**config.mk**
```make
export PLATFORM = sky130hd
export DESIGN_NAME = freq_meter_flat
export DESIGN_NICKNAME = d
export VERILOG_FILES = /design/src/rtl/freq_meter_if.sv /design/src/rtl/freq_meter.sv /design/src/flat_wrapper.sv
export SDC_FILE = /design/constraint.sdc
export NUM_CORES = 1
export LEC_CHECK = 0
export BUFFER_PORTS_ARGS = -buffer_cell sky130_fd_sc_hd__buf_2
export CAP_MARGIN = 20
export CORE_ASPECT_RATIO = 1.25
export CORE_MARGIN = 1.5
export CORE_UTILIZATION = 60
export CTS_BUF_LIST = sky130_fd_sc_hd__clkbuf_2
export CTS_CLUSTER_SIZE = 8
export DETAILED_ROUTE_END_ITERATION = 8
export GPL_ROUTABILITY_DRIVEN = 1
export GPL_TIMING_DRIVEN = 0
export PLACE_DENSITY = 0.81
export SLEW_MARGIN = 25
export SYNTH_ARGS = -nofsm -noshare
export SYNTH_HDL_FRONTEND = slang
export SYNTH_SLANG_ARGS = --single-unit
```
**constraint.sdc**
```tcl
create_clock -name CLK -period 7.5 [get_ports CLK]
set_input_delay 1.875 -clock CLK [delete_from_list [all_inputs] [get_ports CLK]]
set_output_delay 1.875 -clock CLK [all_outputs]
set_load 0.005 [all_outputs]
```
**src/rtl/freq_meter_if.sv**
```systemverilog
// Signal bundle between the strobe source and the period meter.
// The master drives the strobe; the slave (the meter) returns the measurement results.
interface freq_meter_if #(
    parameter int CNT_WIDTH = 16
);
    logic                 SIG_IN;
    logic [CNT_WIDTH-1:0] PERIOD;
    logic                 PERIOD_VALID;
    logic                 LOCKED;
    logic                 TIMEOUT;

    modport master (
        output SIG_IN,
        input  PERIOD,
        input  PERIOD_VALID,
        input  LOCKED,
        input  TIMEOUT
    );

    modport slave (
        input  SIG_IN,
        output PERIOD,
        output PERIOD_VALID,
        output LOCKED,
        output TIMEOUT
    );
endinterface

```
**src/rtl/freq_meter.sv**
```systemverilog
// Period meter for a slow asynchronous strobe: synchronises it into CLK, measures the
// rising-edge spacing in CLK cycles, and reports lock and loss of signal.
module freq_meter #(
    parameter int CNT_WIDTH       = 16,
    parameter int EXPECTED_PERIOD = 4,
    parameter int TOLERANCE       = 0,
    parameter int LOCK_COUNT      = 4,
    parameter int TIMEOUT_CYCLES  = 1024
) (
    input  logic          CLK,
    input  logic          RST,
    freq_meter_if.slave   bus
);
    localparam int GOOD_W = $clog2(LOCK_COUNT + 1);
    localparam int DIFF_W = CNT_WIDTH + 1;

    typedef enum logic {
        ST_IDLE,
        ST_MEASURE
    } state_t;

    state_t                r_state;
    state_t                w_state_next;
    logic [2:0]            r_sync;
    logic [CNT_WIDTH-1:0]  r_count;
    logic [CNT_WIDTH-1:0]  w_count_next;
    logic [CNT_WIDTH-1:0]  r_period;
    logic [CNT_WIDTH-1:0]  w_period_next;
    logic                  r_valid;
    logic                  w_valid_next;
    logic                  r_locked;
    logic                  w_locked_next;
    logic                  r_timeout;
    logic                  w_timeout_next;
    logic [GOOD_W-1:0]     r_good;
    logic [GOOD_W-1:0]     w_good_next;
    logic [GOOD_W-1:0]     w_good_sat;
    logic                  w_edge;
    logic                  w_good;
    logic                  w_at_timeout;
    logic [DIFF_W-1:0]     w_meas;
    logic [DIFF_W-1:0]     w_exp;
    logic [DIFF_W-1:0]     w_diff;

    // Three-flop chain: two stages of metastability settling plus one for edge detection.
    always_ff @(posedge CLK) begin
        if (RST) begin
            r_sync[0] <= 1'b0;
        end else begin
            r_sync[0] <= bus.SIG_IN;
        end
    end

    generate
        for (genvar gi = 1; gi < 3; gi++) begin : g_sync
            always_ff @(posedge CLK) begin
                if (RST) begin
                    r_sync[gi] <= 1'b0;
                end else begin
                    r_sync[gi] <= r_sync[gi-1];
                end
            end
        end
    endgenerate

    assign w_edge = r_sync[1] & ~r_sync[2];

    // Distance from nominal, widened by one bit so the subtraction can never wrap.
    assign w_meas       = {1'b0, r_count};
    assign w_exp        = DIFF_W'(EXPECTED_PERIOD);
    assign w_diff       = (w_meas >= w_exp) ? (w_meas - w_exp) : (w_exp - w_meas);
    assign w_good       = (w_diff <= DIFF_W'(TOLERANCE));
    assign w_good_sat   = (r_good >= GOOD_W'(LOCK_COUNT)) ? GOOD_W'(LOCK_COUNT)
                                                           : (r_good + GOOD_W'(1));
    assign w_at_timeout = (r_count == CNT_WIDTH'(TIMEOUT_CYCLES));

    always_comb begin
        w_state_next   = r_state;
        w_count_next   = r_count;
        w_period_next  = r_period;
        w_valid_next   = 1'b0;
        w_locked_next  = r_locked;
        w_timeout_next = r_timeout;
        w_good_next    = r_good;
        case (r_state)
            ST_IDLE: begin
                w_count_next = '0;
                if (w_edge) begin
                    w_count_next   = CNT_WIDTH'(1);
                    w_timeout_next = 1'b0;
                    w_state_next   = ST_MEASURE;
                end
            end
            ST_MEASURE: begin
                // An edge arriving on the timeout cycle still counts as a valid period.
                if (w_edge) begin
                    w_period_next = r_count;
                    w_valid_next  = 1'b1;
                    w_count_next  = CNT_WIDTH'(1);
                    if (w_good) begin
                        w_good_next   = w_good_sat;
                        w_locked_next = (w_good_sat == GOOD_W'(LOCK_COUNT));
                    end else begin
                        w_good_next   = '0;
                        w_locked_next = 1'b0;
                    end
                end else if (w_at_timeout) begin
                    w_timeout_next = 1'b1;
                    w_locked_next  = 1'b0;
                    w_good_next    = '0;
                    w_count_next   = '0;
                    w_state_next   = ST_IDLE;
                end else begin
                    w_count_next = r_count + CNT_WIDTH'(1);
                end
            end
            default: begin
                w_state_next = ST_IDLE;
                w_count_next = '0;
            end
        endcase
    end

    always_ff @(posedge CLK) begin
        if (RST) begin
            r_state   <= ST_IDLE;
            r_count   <= '0;
            r_period  <= '0;
            r_valid   <= 1'b0;
            r_locked  <= 1'b0;
            r_timeout <= 1'b0;
            r_good    <= '0;
        end else begin
            r_state   <= w_state_next;
            r_count   <= w_count_next;
            r_period  <= w_period_next;
            r_valid   <= w_valid_next;
            r_locked  <= w_locked_next;
            r_timeout <= w_timeout_next;
            r_good    <= w_good_next;
        end
    end

    assign bus.PERIOD       = r_period;
    assign bus.PERIOD_VALID = r_valid;
    assign bus.LOCKED       = r_locked;
    assign bus.TIMEOUT      = r_timeout;
endmodule

```
**src/flat_wrapper.sv**
```systemverilog
// flat-port wrapper written by rule: the top's interface ports become plain ports
module freq_meter_flat 
#(
    parameter int CNT_WIDTH       = 16,
    parameter int EXPECTED_PERIOD = 4,
    parameter int TOLERANCE       = 0,
    parameter int LOCK_COUNT      = 4,
    parameter int TIMEOUT_CYCLES  = 1024
)
  (CLK, RST, bus_SIG_IN, bus_PERIOD, bus_PERIOD_VALID, bus_LOCKED, bus_TIMEOUT);
  freq_meter_if #(.CNT_WIDTH(CNT_WIDTH)) bus_i ();
  input  logic CLK;
  input  logic RST;
  input wire logic [$bits(bus_i.SIG_IN)-1:0] bus_SIG_IN;
  output wire logic [$bits(bus_i.PERIOD)-1:0] bus_PERIOD;
  output wire logic [$bits(bus_i.PERIOD_VALID)-1:0] bus_PERIOD_VALID;
  output wire logic [$bits(bus_i.LOCKED)-1:0] bus_LOCKED;
  output wire logic [$bits(bus_i.TIMEOUT)-1:0] bus_TIMEOUT;
  assign bus_i.SIG_IN = bus_SIG_IN;
  assign bus_PERIOD = bus_i.PERIOD;
  assign bus_PERIOD_VALID = bus_i.PERIOD_VALID;
  assign bus_LOCKED = bus_i.LOCKED;
  assign bus_TIMEOUT = bus_i.TIMEOUT;
  freq_meter #(.CNT_WIDTH(CNT_WIDTH), .EXPECTED_PERIOD(EXPECTED_PERIOD), .TOLERANCE(TOLERANCE), .LOCK_COUNT(LOCK_COUNT), .TIMEOUT_CYCLES(TIMEOUT_CYCLES)) u_core (.CLK(CLK), .RST(RST), .bus(bus_i));
endmodule
```
==> results of run 1 <==
-- Yosys cell counts (2+ instances only) --
library cell	n
nor2b_1	4
and3_1	4
dfxtp_1	42
a211oi_1	2
a21oi_1	26
nor4_1	4
or3_1	5
nand3_1	4
xor2_1	5
a2111oi_2	2
inv_1	12
o31ai_1	2
nor2_1	27
ha_1	8
nor4b_1	2
o21ai_0	7
nand4_1	4
clkbuf_1	15
or4_1	2
nand2_1	48
xnor2_1	7
-- worst max-delay path: stages --
cell	delay [ps]
buf_2	130
nor4bb_1	340
nand4b_1	190
a2111oi_2	290
o31ai_1	170
a2111o_1	440
nor2_2	120
mux2_2	150
-- area by class of cell --
type	count	area, sq um	share of cell area
Buffer	17	72.6	0.0321
Clock inverter	2	12.5	0.00553
Multi-Input combinational cell	187	1110	0.490
Timing Repair Buffer	21	105	0.0465
Inverter	12	45.0	0.0199
Tap cell	37	46.3	0.0205
Clock buffer	6	30.0	0.0133
Sequential cell	42	841	0.372
-- sequential cells by signal, indices dropped and copies added, names as in the netlist --
register	count
u_core.bus.PERIOD	16
u_core.bus.PERIOD_VALID	1
u_core.bus.LOCKED	1
u_core.bus.TIMEOUT	1
u_core.r_count	16
u_core.r_sync	3
u_core.r_state	1
u_core.r_good	3
-- power groups by stage --
stage | Clock, mW | Combinational (mW) | Sequential, mW
3_5_place_dp | 0 | 0.00895 | 0.230
5_1_grt | 0.109 | 0.0103 | 0.226
6_report | 0.0999 | 0.00900 | 0.226
4_1_cts | 0.102 | 0.00897 | 0.226
2_1_floorplan | 0 | 0.00626 | 0.230
3_3_place_gp | 0 | 0.00893 | 0.230
-- routing by layer --
metal	up-vias	track usage	part of all wire
li1	939	-	-
met1	829	0.275	0.44
met2	38	0.424	0.49
met3	10	0.0597	0.042
met4	0	0.137	0.025
met5	-	0	0
-- worst paths after layout --
check	start	end	slack [ps]	cells past startpoint
min	u_core.r_sync[2]	u_core.bus.PERIOD_VALID	450	1
max reg2reg	u_core.r_count[3]	u_core.r_good[0]	4400	10
max	RST	u_core.r_good[0]	4170	8
min reg2reg	u_core.r_sync[2]	u_core.bus.PERIOD_VALID	450	1
-- logic make-up (layout without fill, tap and decap cells) --
group | Yosys count | count (layout) | share of synthesized area
XOR/XNOR | 12 | 12 | 0.0508
flip-flops | 42 | 42 | 0.407
AND/OR/NAND/NOR | 114 | 114 | 0.269
buffers and inverters | 29 | 58 | 0.0569
adder cells (fa/ha/maj) | 8 | 8 | 0.0484
AO/OA/AOI/OAI | 52 | 52 | 0.162
multiplexers | 1 | 1 | 0.00545
-- metrics by stage --
step	instances	util
6_report	324	0.695
5_1_grt	324	0.695
4_1_cts	324	0.695
3_5_place_dp	316	0.682
3_3_place_gp	316	0.682
2_1_floorplan	258	-
==> out/metrics.csv, run 1 <==
stage,metric,value,unit
status,status,"complete, no violations",
synthesis,synth_area_leader_cell,dfxtp_1,
clocking,clk_latency,410,ps
synthesis,seq_area_frac_synth,0.407,
cells_and_area,mostFrequentLayoutCell,nand2_1,
pwr,seqPwrFrac,0.675,
pwr,switching_share,0.246,
clocking,path_clk_slew,210,ps
cells_and_area,layout_common_cells,"nand2_1, dfxtp_1, nor2_1",
clocking,h-tree-depth,2,
pwr,power.share.clock,0.298,
drt,drt_iter0_drc,46,
timing,setup_viol,0,
pwr,internal_power,253,uW
timing,tightestPinTransition,623,ps
global_routing,grt_max_degree,14,
cells_and_area,fillers,300,
die,rows,23,
drt,first_pass_iters,4,
timing,fmax,0.300,GHz
clocking,hold_buffers,0,
critical_path,critPathKind,primary input to flop,
die,dieHeight,68.6,um
critical_path,crit_fanout,6,
drt,wire_per_inst,13.0,um
place,port_buffers,21,
pwr,p_sw,82.4,uW
drt,ant_nets,0,
synthesis,synth_seq_cells,42,
place,hpwl,3020,um
cells_and_area,diodes,0,
clocking,cts_tree,done,
place,gp_congestion,0.940,
drt,post_drt_via_cell_ratio,5.60,
drt,routed_wl,4200,um
timing,rsz0062_at_grt,no,
clocking,post_cts_buffers,0,
synthesis,synth_ff_type,dfxtp_1,
clocking,cts_buffers,5,
timing,finalMaxSlewViolations,0,
global_routing,gr-total-overflow,0,
drt,num_vias,1816,
pwr,p_leak,0.882,nW
clocking,cts_sinks,42,
timing,hold_viol,0,
job,maxCapViolCount,0,
synthesis,synth_warnings,0,
die,die_w,55.5,um
cells_and_area,fin_area,2260,sq um
synthesis,synthDominantCellAreaShare,0.407,
synthesis,synthArstFlopShare,0,
cells_and_area,final_nets,297,
pwr,finalPower,335,uW
place,place_ws,3750,ps
die,dieArea,3810,sq um
timing,timing.final.ws_setup,4170,ps
drt,drc,0,
timing,slew-limit-headroom,0.582,
critical_path,cp.required,7880,ps
synthesis,synthCells,258,
critical_path,arrival,3710,ps
timing,clock_skew,8.47,ps
timing,tns,0,ps
timing,fin_crit_sh,0.444,
timing,final.min_clock_period,3330,ps
cells_and_area,drive_above_1_share,0.129,
synthesis,syn_nets,269,
worst_hold_path,hold_class,flop to flop,
synthesis,ys_types,47,
clocking,clk_path_buf_depth,2,
pwr,ir_drop,0.130,mV
critical_path,cp-start-kind,primary input,
critical_path,end_kind,flop,
timing,fin_hold_ws,450,ps
global_routing,grt.total_usage,0.243,
place,place_area,2220,sq um
synthesis,syn_avg_cell_area,8.01,sq um
synthesis,synthTopCellsByArea,"dfxtp_1, nand2_1, a21oi_1",
global_routing,first_global_vias,1654,
die,start_util,0.636,
synthesis,synth_edf_count,0,
die,core,3250,sq um
synthesis,synth_area,2070,sq um
pwr,pwr-share-comb,0.027,
cells_and_area,syn_to_final_growth,9.38,%
die,pin_count,22,
global_routing,grt_pass1_wl,7120,um
clocking,root_buffer,clkbuf_2,
global_routing,antenna_found_initial,0,
clocking,cts_resized,0,
pwr,power_per_cell_area,148,nW/um^2
Power figures use the tool's default switching activity.
==> inputs of run 2 (changes only) <==
==> constraint.sdc (replaced) <==
create_clock -name CLK -period 3.1 [get_ports CLK]
set_input_delay 0.775 -clock CLK [delete_from_list [all_inputs] [get_ports CLK]]
set_output_delay 0.775 -clock CLK [all_outputs]
set_load 0.005 [all_outputs]
==> run 2 against run 1 <==
Compared with the run above:
- core utilization grew 0.23 points
- routed wire length is 1.5% higher
- clock power is 140% higher
- setup slack got worse by 3900 ps
- critical path depth shrank 1
- flip-flop and latch count unchanged
- critical endpoint is now u_core.r_count[10]
- largest power group unchanged
==> out/metrics.csv, run 2 (synthesis results as in run 1) <==
stage,metric,value,unit
status,status,"complete, no violations",
cells_and_area,syn_to_final_growth,9.75,%
drt,num_vias,1841,
cells_and_area,drive_above_1_share,0.139,
global_routing,met3_usage,0.0597,
critical_path,cp-start-kind,flop,
die,die_w,55.5,um
cells_and_area,fillers,297,
die,dieArea,3810,sq um
drt,drc,0,
clocking,cts_tree,done,
clocking,path_clk_slew,210,ps
global_routing,grt_util_met1,0.275,
drt,ant_nets,0,
critical_path,crit_fanout,10,
die,core,3250,sq um
clocking,cts_buffers,5,
cells_and_area,area.sequential,841,sq um
critical_path,arrival,3120,ps
timing,fmax,0.356,GHz
timing,rsz0062_at_grt,no,
worst_hold_path,hold_class,flop to flop,
global_routing,use_met2,0.424,
job,maxCapViolCount,0,
cells_and_area,diodes,0,
timing,slew-limit-headroom,0.646,
global_routing,grt_max_degree,14,
pwr,p_leak,0.890,nW
clocking,post_cts_buffers,0,
drt,first_pass_iters,4,
cells_and_area,mostFrequentLayoutCell,nand2_1,
cells_and_area,final_util,0.698,
timing,fin_crit_sh,0.905,
drt,wire_per_inst,13.2,um
clocking,cts_sinks,42,
die,dieHeight,68.6,um
die,pin_count,22,
timing,hold_viol,0,
global_routing,antenna_found_initial,0,
cells_and_area,final_nets,297,
critical_path,end_kind,flop,
timing,clock_skew,7.03,ps
cells_and_area,multi_input_area,1110,sq um
pwr,power_per_cell_area,358,nW/um^2
place,gp_congestion,0.940,
die,start_util,0.636,
clocking,clk_path_buf_depth,2,
drt,drt_iter0_drc,43,
critical_path,cp.required,3410,ps
drt,post_drt_via_cell_ratio,5.68,
timing,setup_viol,0,
global_routing,grt.busiest_layer,met2,
critical_path,critPathKind,flop to flop,
place,hpwl,3020,um
timing,final.min_clock_period,2810,ps
pwr,finalPower,813,uW
timing,tightestPinTransition,531,ps
cells_and_area,layout_common_cells,"nand2_1, dfxtp_1, nor2_1",
clocking,root_buffer,clkbuf_2,
global_routing,first_global_vias,1654,
pwr,ir_drop,0.314,mV
global_routing,gr-total-overflow,0,
clocking,h-tree-depth,2,
global_routing,grt_pass1_wl,7120,um
place,port_buffers,21,
timing,finalMaxSlewViolations,0,
die,rows,23,
timing,tns,0,ps
drt,routed_wl,4260,um
clocking,clk_latency,410,ps
global_routing,grt.total_usage,0.243,
==> run 2: cell count changes in the layout (fill, tap and decap cells not counted) <==
cell	previous run	this run
a211oi_2	0	1
clkbuf_1	15	13
clkbuf_2	6	8
a211oi_1	2	1
==> run 2: final timing paths <==
| path | startpoint | to | slack, ps | cells after the start |
|---|---|---|---|---|
| max reg2reg | u_core.r_count[6] | u_core.r_count[10] | 290 | 7 |
| min reg2reg | u_core.r_sync[2] | u_core.bus.PERIOD_VALID | 450 | 1 |
| min | u_core.r_sync[2] | u_core.bus.PERIOD_VALID | 450 | 1 |
| max | u_core.r_count[6] | u_core.r_count[10] | 290 | 7 |
==> run 2: metal layers <==
layer  share of wire  routed length [um]
met1            0.45                1930
met2            0.49                2090
met3           0.034                 145
met4           0.024                 104
met5               0                   0
==> run 2: critical path, cell delays in order, from the launching register on <==
cell	delay (ps)
dfxtp_1	340
clkbuf_1	190
or4_4	550
or3_1	360
or3_1	430
nand2_1	260
clkbuf_1	460
nor2_1	100
==> run 2: final cells by class <==
type / count / share of cell area
clock inverters: 2 / 0.00552
inverters: 12 / 0.0199
well taps: 37 / 0.0204
multi-input cells: 187 / 0.491
plain buffers: 17 / 0.0331
repair buffers: 21 / 0.0463
flip-flops and latches: 42 / 0.371
clock buffers: 6 / 0.0132
==> run 2: metrics by stage <==
| stage | std cells | worst slack [ps] | hold slack [ps] | instance area (sq um) |
|---|---|---|---|---|
| 2_1_floorplan | 258 | 472 | 400 | 2070 |
| 5_1_grt | 324 | 69.8 | 455 | 2270 |
| 4_1_cts | 324 | 39.9 | 455 | 2260 |
| 3_3_place_gp | 316 | 85.3 | 417 | 2220 |
| 3_5_place_dp | 316 | 92.5 | 423 | 2220 |
| 6_report | 324 | 294 | 450 | 2270 |
==> run 2: power by group <==
| group | switching, mW | total, mW | leakage, nW | internal, mW |
|---|---|---|---|---|
| sequential | 0.00249 | 0.547 | 0.339 | 0.544 |
| combinational | 0.0150 | 0.0221 | 0.520 | 0.00703 |
| clock | 0.184 | 0.244 | 0.0310 | 0.0598 |
| total | 0.202 | 0.813 | 0.890 | 0.611 |
==> run 2: repair_timing <==
item,4_1_cts,5_1_grt
endpoints found under the setup margin,0,4
hold endpoints to repair,0,0
gates resized for setup,0,5
hold buffers,0,0
